### src/rtl/apb2_led_bank.sv
// rtl/apb2_led_bank.sv - APB2 register bank driving PWM-dimmed, optionally blinking LEDs
// Define APB2_LED_BANK_BLINK_EN to build the blink prescaler, BLINK_DIV and per-channel blink_en.
module apb2_led_bank #(
    parameter int NUM_LEDS = 4,
    parameter int PWM_BITS = 8
) (
    input  logic                pclk,
    input  logic                preset_n,
    input  logic                psel,
    input  logic                penable,
    input  logic                pwrite,
    input  logic [7:0]          paddr,
    input  logic [31:0]         pwdata,
    input  logic [3:0]          pstrb,
    input  logic [2:0]          pprot,
    output logic [31:0]         prdata,
    output logic                pready,
    output logic                pslverr,
    output logic [NUM_LEDS-1:0] led_state
);

    localparam logic [5:0] CH_FIRST = 6'd4;
    localparam logic [5:0] CH_LAST  = 6'(4 + NUM_LEDS - 1);

    logic [NUM_LEDS-1:0] enable_q;
    logic [PWM_BITS-1:0] duty_q [NUM_LEDS];
    logic [NUM_LEDS-1:0] blink_en;
    logic [23:0]         blink_div_q;
    logic                blink_phase;
    logic [PWM_BITS-1:0] pwm_cnt;
    logic [NUM_LEDS-1:0] raw;
    logic [NUM_LEDS-1:0] led_q;

    logic [5:0]  word;
    logic [5:0]  ch_off;
    logic        ch_hit;
    logic        err;
    logic        wr;
    logic [31:0] rd;
    logic [31:0] wmask;

    assign word   = paddr[7:2];
    assign ch_off = word - CH_FIRST;
    assign ch_hit = (word >= CH_FIRST) && (word <= CH_LAST);
    assign wmask  = {{8{pstrb[3]}}, {8{pstrb[2]}}, {8{pstrb[1]}}, {8{pstrb[0]}}};

    // Decode and read mux share one structure so pslverr and prdata never disagree.
    always_comb begin
        rd  = '0;
        err = 1'b0;
        if (paddr[1:0] != 2'b00) begin
            err = 1'b1;
        end else if (word == 6'd0) begin
            rd[NUM_LEDS-1:0] = enable_q;
        end else if (word == 6'd1) begin
            rd[23:0] = blink_div_q;
        end else if (word == 6'd2) begin
            rd[0]     = blink_phase;
            rd[31:16] = 16'(PWM_BITS);
            err       = pwrite;
        end else if (ch_hit) begin
            for (int c = 0; c < NUM_LEDS; c++) begin
                if (ch_off == 6'(c)) begin
                    rd[PWM_BITS-1:0] = duty_q[c];
                    rd[24]           = blink_en[c];
                end
            end
        end else begin
            err = 1'b1;
        end
    end

    assign wr      = psel & penable & pwrite & ~err;
    assign pready  = 1'b1;
    assign pslverr = psel & penable & err;
    assign prdata  = psel ? rd : '0;

    always_ff @(posedge pclk) begin
        if (!preset_n) begin
            enable_q <= '0;
            for (int c = 0; c < NUM_LEDS; c++) duty_q[c] <= '0;
        end else if (wr) begin
            if (word == 6'd0) begin
                for (int i = 0; i < NUM_LEDS; i++)
                    if (wmask[i]) enable_q[i] <= pwdata[i];
            end
            if (ch_hit) begin
                for (int c = 0; c < NUM_LEDS; c++) begin
                    if (ch_off == 6'(c)) begin
                        for (int j = 0; j < PWM_BITS; j++)
                            if (wmask[j]) duty_q[c][j] <= pwdata[j];
                    end
                end
            end
        end
    end

`ifdef APB2_LED_BANK_BLINK_EN
    logic [23:0] presc_q;

    always_ff @(posedge pclk) begin
        if (!preset_n) begin
            blink_div_q <= '0;
            blink_en    <= '0;
            presc_q     <= '0;
            blink_phase <= 1'b0;
        end else begin
            if (wr && word == 6'd1) begin
                for (int j = 0; j < 24; j++)
                    if (wmask[j]) blink_div_q[j] <= pwdata[j];
            end
            if (wr && ch_hit && pstrb[3]) begin
                for (int c = 0; c < NUM_LEDS; c++)
                    if (ch_off == 6'(c)) blink_en[c] <= pwdata[24];
            end
            // A BLINK_DIV write restarts the period but keeps the current phase.
            if (wr && word == 6'd1) begin
                presc_q <= '0;
            end else if (presc_q == blink_div_q) begin
                presc_q     <= '0;
                blink_phase <= ~blink_phase;
            end else begin
                presc_q <= presc_q + 24'd1;
            end
        end
    end
`else
    assign blink_div_q = '0;
    assign blink_en    = '0;
    assign blink_phase = 1'b0;
`endif

    always_ff @(posedge pclk) begin
        if (!preset_n) pwm_cnt <= '0;
        else           pwm_cnt <= pwm_cnt + 1'b1;
    end

    // All-ones duty is forced on so full brightness has no dark cycle at wrap.
    always_comb begin
        raw = '0;
        for (int c = 0; c < NUM_LEDS; c++)
            raw[c] = (&duty_q[c]) | (pwm_cnt < duty_q[c]);
    end

    always_ff @(posedge pclk) begin
        if (!preset_n) begin
            led_q <= '0;
        end else begin
            for (int c = 0; c < NUM_LEDS; c++)
                led_q[c] <= enable_q[c] & raw[c] & (~blink_en[c] | blink_phase);
        end
    end

    assign led_state = led_q;

    logic unused_inputs;
    assign unused_inputs = &{1'b0, pprot, pwdata, pstrb};

endmodule

### config.mk
export PLATFORM = sky130hd
export DESIGN_NAME = apb2_led_bank
export DESIGN_NICKNAME = d
export VERILOG_FILES = /design/src/rtl/apb2_led_bank.sv
export SDC_FILE = /design/constraint.sdc
export NUM_CORES = 1
export LEC_CHECK = 0
export ABC_AREA = 1
export CAP_MARGIN = 20
export CORE_AREA = 2 2 95 97
export CTS_CLUSTER_SIZE = 14
export DETAILED_ROUTE_END_ITERATION = 8
export DIE_AREA = 0 0 97 99
export PLACE_DENSITY = 0.72
export SLEW_MARGIN = 20
export SYNTH_ARGS = -nofsm -noshare
export SYNTH_HDL_FRONTEND = slang
export SYNTH_SLANG_ARGS = --single-unit
### constraint.sdc
create_clock -name pclk -period 3.2 [get_ports pclk]
set_clock_uncertainty 0.05 [all_clocks]
set_input_delay 0.64 -clock pclk [delete_from_list [all_inputs] [get_ports pclk]]
set_output_delay 0.64 -clock pclk [all_outputs]
set_load 0.1 [all_outputs]
==> impl_metrics.py <==
metrics = {
    "sta": {
        "tns_ns": 0,
        "fin_crit_sh_pct": 97.3,
        "max-slew-margin-rel_pct": 60.9,
        "rsz0062_at_grt": "false",
        "hold_viol": 0,
        "hold_ws_ns": 0.453,
        "tightest_slew_ns": 0.581,
        "period_minus_slack_ns": 3.11,
        "max_freq_mhz": 321,
        "drv_slew": 0,
        "setup_violations": 0,
    },
    "global_route": {
        "grt_max_degree": 17,
        "grt.overflow.total": 0,
        "antenna_found_initial": 0,
        "track_usage_pct": 17.5,
        "grt_pass1_vias": 2822,
        "grt_pass1_wl_um": 13500,
    },
    "drt": {
        "routedWlPerCell_um": 13.8,
        "vias": 2901,
        "vias_per_cell": 4.88,
        "drt-total-wl_um": 8230,
        "drc_errors": 0,
        "firstDrtPassIters": 5,
        "drtAntennaViolNets": 0,
        "drtIter0Drc": 254,
    },
    "yosys": {
        "yosys.area.top_type": "edfxtp_1",
        "syn-mean-instance-area_um2": 7.74,
        "synth-async-reset-ratio_pct": 0,
        "synth_seq_cells": 48,
        "ys_types": 32,
        "synthTopCellsByCount": "nand2_1 (92), inv_1 (67), nor2_1 (57)",
        "synth_edf_count": 32,
        "ys_warn_count": 0,
        "yosysTopAreaCellShare_pct": 28.6,
        "yosysSeqAreaShare_pct": 38.1,
        "ys.flop_type": "edfxtp_1",
        "netlist_area_mm2": 0.00337,
        "syn_inst": 435,
        "synth_most_common_cell": "nand2_1",
        "synthTopCellsByArea": "edfxtp_1 (29%), ha_1 (11%), nand2_1 (10%)",
    },
    "floorplan": {
        "row_count": 34,
        "die_area_mm2": 0.00960,
        "ioPinCount": 90,
        "initial_core_util_pct": 39.4,
        "fp.coreArea_mm2": 0.00855,
        "die_h_um": 99,
        "die_w_um": 97,
    },
    "place": {
        "numPortBuffers": 35,
        "place.gp.congestion": 0.916,
        "dpl.cell_count": 584,
        "hpwl_um": 6560,
    },
    "cells_and_area": {
        "areaGrowthSynthToFinish_pct": 21.4,
        "antenna_cells": 0,
        "drive_gt1_share_pct": 13.8,
        "final_cells": 594,
        "finalNetCount": 566,
    },
    "setup_path": {
        "cp-start-kind": "input pin",
        "path_max_fanout": 13,
        "arrival_ns": 2.42,
        "end_kind": "output port",
        "cp.required_ns": 2.51,
        "crit_type": "input pin to output port",
    },
    "power": {
        "cellPowerDensity_mw_per_mm2": 343,
        "p_leak_nw": 1.92,
        "peakVddDrop_v": 0.000232,
    },
    "clock_network": {
        "cts_root_buf": "clkbuf_8",
        "cts_tree": "done",
        "clock-sinks": 48,
        "cts_buffer_depth": 2,
        "cts_hold_buffers": 0,
        "clk_latency_ns": 0.31,
        "clk_pin_slew_worst_paths_ns": 0.10,
        "numCtsBuffers": 5,
        "cts.htree.levels": 2,
    },
    "min_path": {
        "hold_class": "flip-flop to flip-flop",
    },
    "status": {
        "outcome": "complete, no violations",
    },
    "job": {
        "max_cap_viol_count": 0,
    },
}
==> per-layer routing <==
| layer | vias up | wire (um) | share of wire, % | track usage [%] |
|---|---|---|---|---|
| met5 | - | 0 | 0 | 0 |
| met4 | 0 | 223 | 2.7 | 6.07 |
| met3 | 15 | 379 | 4.6 | 2.34 |
| met2 | 104 | 4070 | 49 | 31.0 |
| met1 | 1315 | 3560 | 43 | 21.9 |
| li1 | 1467 | - | - | - |
==> cell families (layout without fill, tap and decap cells) <==
family	after synthesis	count (layout)	synth area share, %
AOI/OAI and AO/OA	52	52	8.62
xor gates and xnor gates	1	1	0.260
adders and majority gates	29	29	10.8
buffers and inverters	98	127	13.8
DFF	48	48	38.1
other	2	24	0.223
and+or+nand+nor	205	205	28.3
==> cell type report <==
type,count,area [um^2]
Timing Repair Buffer,49,563
Tap cell,108,135
Inverter,70,264
Sequential cell,48,1280
Multi-Input combinational cell,311,1750
Fill cell,809,4470
Clock buffer,5,68.8
Clock inverter,3,21.3
==> metrics by stage <==
| step | power, mW | area, um^2 | utilization [%] | worst slack [ns] |
|---|---|---|---|---|
| 2_1_floorplan | 0.952 | 3480 | - | 0.0644 |
| 3_3_place_gp | 1.00 | 3950 | 46.2 | 0.0731 |
| 3_5_place_dp | 1.01 | 3950 | 46.2 | 0.0596 |
| 4_1_cts | 1.40 | 4040 | 47.2 | 0.0537 |
| 5_1_grt | 1.45 | 4090 | 47.8 | 0.000669 |
| 6_report | 1.40 | 4090 | 47.8 | 0.0879 |
==> registers in the layout, indices dropped and copies added, names as in the netlist <==
signal,count
led_state,4
duty_q,32
enable_q,4
pwm_cnt,8
==> layout by cell type (no fill, tap or decap), drive strengths merged, types with 3 or more instances in the layout <==
master	instances
nand2	97
inv	70
nor2	65
edfxtp	32
ha	29
buf	28
conb	24
a21oi	24
o21ai	21
clkdlybuf4s50	19
dfxtp	16
nand3	12
nand4	11
nor3	11
nor4	8
o21a	5
clkbuf	5
clkinv	3
==> critical path: stages <==
cell and delay [ns]:
clkdlybuf4s50_1 0.49, nor2_4 0.16, inv_1 0.06, nor2_2 0.14, nand3_1 0.10, buf_4 0.19
nand2_1 0.08, inv_1 0.04, nand2_1 0.06, nand2_1 0.07, a21oi_2 0.19, buf_12 0.20
==> path summary, 6_finish.rpt <==
check | start | to | slack [ns] | cells past startpoint
worst max register to register | pwm_cnt[1]$_SDFF_PN0_ | pwm_cnt[6]$_SDFF_PN0_ | 1.71 | 5
worst min register to register | enable_q[3]$_SDFFE_PN0P_ | led_state[3]$_SDFF_PN0_ | 0.45 | 2
worst max-delay path | paddr[7] | prdata[3] | 0.09 | 12
worst min-delay path | enable_q[3]$_SDFFE_PN0P_ | led_state[3]$_SDFF_PN0_ | 0.45 | 2
==> power breakdown <==
group          switching, mW  internal [mW]  total [mW]
sequential            0.0175          0.683       0.700
combinational          0.232         0.0699       0.302
clock                  0.240          0.158       0.398
==> what timing repair did <==
action	CTS	global route
setup endpoints to repair	0	8
setup buffers	0	2
gates resized for setup	0	7
No activity file was read; power rests on OpenSTA's default activity.
==> RTL change: new RTL, same settings <==
`NUM_LEDS`: 4 -> 8.
--- a/src/rtl/apb2_led_bank.sv
+++ b/src/rtl/apb2_led_bank.sv
@@ -1,7 +1,7 @@
 // rtl/apb2_led_bank.sv - APB2 register bank driving PWM-dimmed, optionally blinking LEDs
 // Define APB2_LED_BANK_BLINK_EN to build the blink prescaler, BLINK_DIV and per-channel blink_en.
 module apb2_led_bank #(
-    parameter int NUM_LEDS = 4,
+    parameter int NUM_LEDS = 8,
     parameter int PWM_BITS = 8
 ) (
     input  logic                pclk,
Interface: changed (resized led_state); port bits go from 90 to 94. The function was not compared with the original's and may differ.
==> RTL change against the original RTL <==
Combinational power grew 37%; final area grew 61%; hold slack lost 0.024 ns; area after synthesis grew 62%; worst setup slack lost 0.0094 ns; routed wire length grew 92%; sequential cell count grew 40; cell count grew 45%; critical path depth shrank 1; power grew 79%; largest cell class unchanged.
==> RTL change: results (changes against the original RTL) <==
placed_design:
  place_ws_ns: -0.0798  # was 0.0596 ns
  port_buffers: 39  # was 35
cells_and_area:
  largest_register_ffs: 64  # was 32
  final_nets: 855  # was 566
grt:
  grt_max_degree: 33  # was 17
  grtUsageMet2_pct: 52.4  # was 31.0%
  gr-usage-all-layers_pct: 34.1  # was 17.5%
  grt_first_pass_wirelength_mm: 24.7  # was 13.5 mm
drt:
  vias: 4940  # was 2901
  wl_mm: 15.8  # was 8.23 mm
critical_path:
  crit_path_top_delay_cell: "dlygate4sd2_1"  # was clkdlybuf4s50_1
  r2r_cells: 8  # was 5
  crit_family: "simple AND/OR/NAND/NOR gates"  # was buffers and inverters
  rrSetupSlack_ns: 1.30  # was 1.71 ns
  startpoint: "paddr[4]"  # was paddr[7]
logic_synthesis:
  synthTopCellsByArea: "edfxtp_1 (35%), ha_1 (13%), dfxtp_1 (8.8%)"  # was edfxtp_1 (29%), ha_1 (11%), nand2_1 (10%)
  synthXorXnorAreaFrac_pct: 0  # was 0.260%
  ys_top_cells_by_count: "nand2_1 (128), inv_1 (102), nor2_1 (102)"  # was nand2_1 (92), inv_1 (67), nor2_1 (57)
  synth_enable_flop_cells: 64  # was 32
  seq_area_frac_synth_pct: 44.0  # was 38.1%
  synth_fa_ha_area_share_pct: 13.0  # was 10.8%
power:
  vdd_ir_drop_max_uv: 239  # was 232 µV
clock_tree:
  htree_levels: 3  # was 2
outcome:
  status: "completed"  # unchanged
hold_path:
  min_from: "enable_q[5]$_SDFFE_PN0P_"  # was enable_q[3]$_SDFFE_PN0P_
  min_delay_worst_endpoint: "led_state[5]$_SDFF_PN0_"  # was led_state[3]$_SDFF_PN0_
RTL change: metrics by stage:
step                      instances  hold slack, ns  utilization (%)
after floorplan                 686           0.375                -
after global placement          836           0.403             73.3
after detailed placement        836           0.409             73.3
after CTS                       857           0.423             76.1
after global routing            859           0.457             76.8
final                           859           0.429             76.8
RTL change: power by group:
| group | switching, µW | internal [µW] | leakage, µW | total (µW) |
|---|---|---|---|---|
| Sequential | 41.4 | 1270 | 0.000804 | 1310 |
| Combinational | 311 | 105 | 0.00220 | 415 |
| Clock | 422 | 362 | 0.0000957 | 784 |
| Total | 774 | 1740 | 0.00310 | 2510 |
RTL change: tightest hold or removal path, cell delays in order, from the launching register on:
cell and delay, ns:
dfxtp_1 0.32, nand2_1 0.08, nor2_1 0.05
RTL change: layout make-up:
class / instances / area (µm²) / share of cell area [%]
sequential: 88 / 2400 / 36.6
clock inverter: 7 / 68.8 / 1.05
tap: 108 / 135 / 2.06
inverter: 102 / 383 / 5.83
clock buffer: 9 / 124 / 1.89
timing repair buffer: 78 / 806 / 12.3
multi-input combinational: 467 / 2650 / 40.3
RTL change: layer usage:
layer | wire length (µm) | part of all wire (%)
met1 | 6400 | 41
met2 | 6790 | 43
met3 | 1770 | 11
met4 | 824 | 5.2
met5 | 0 | 0
RTL change: how the worst max path moves through the flow:
stage,end,slack [ns],cells past startpoint
6_report,prdata[3],0.08,11
5_1_grt,prdata[6],-0.04,14
4_1_cts,prdata[2],0.003,13
3_5_place_dp,prdata[3],-0.08,11
3_3_place_gp,prdata[3],-0.03,11
2_1_floorplan,prdata[7],-0.12,8
RTL change: cell families after synthesis:
logic type                 count (synthesis)
and+or+nand+nor                          301
buffers and inverters                    131
DFF                                       88
adders and majority gates                 57
other                                      2
AOI/OAI and AO/OA                         85
RTL change: what timing repair did:
action	CTS	global route
hold buffers	0	0
buffers inserted	4	1
gates cloned	1	1
endpoints found under the setup margin	8	8
gates resized for setup	15	17
pin swaps	10	7
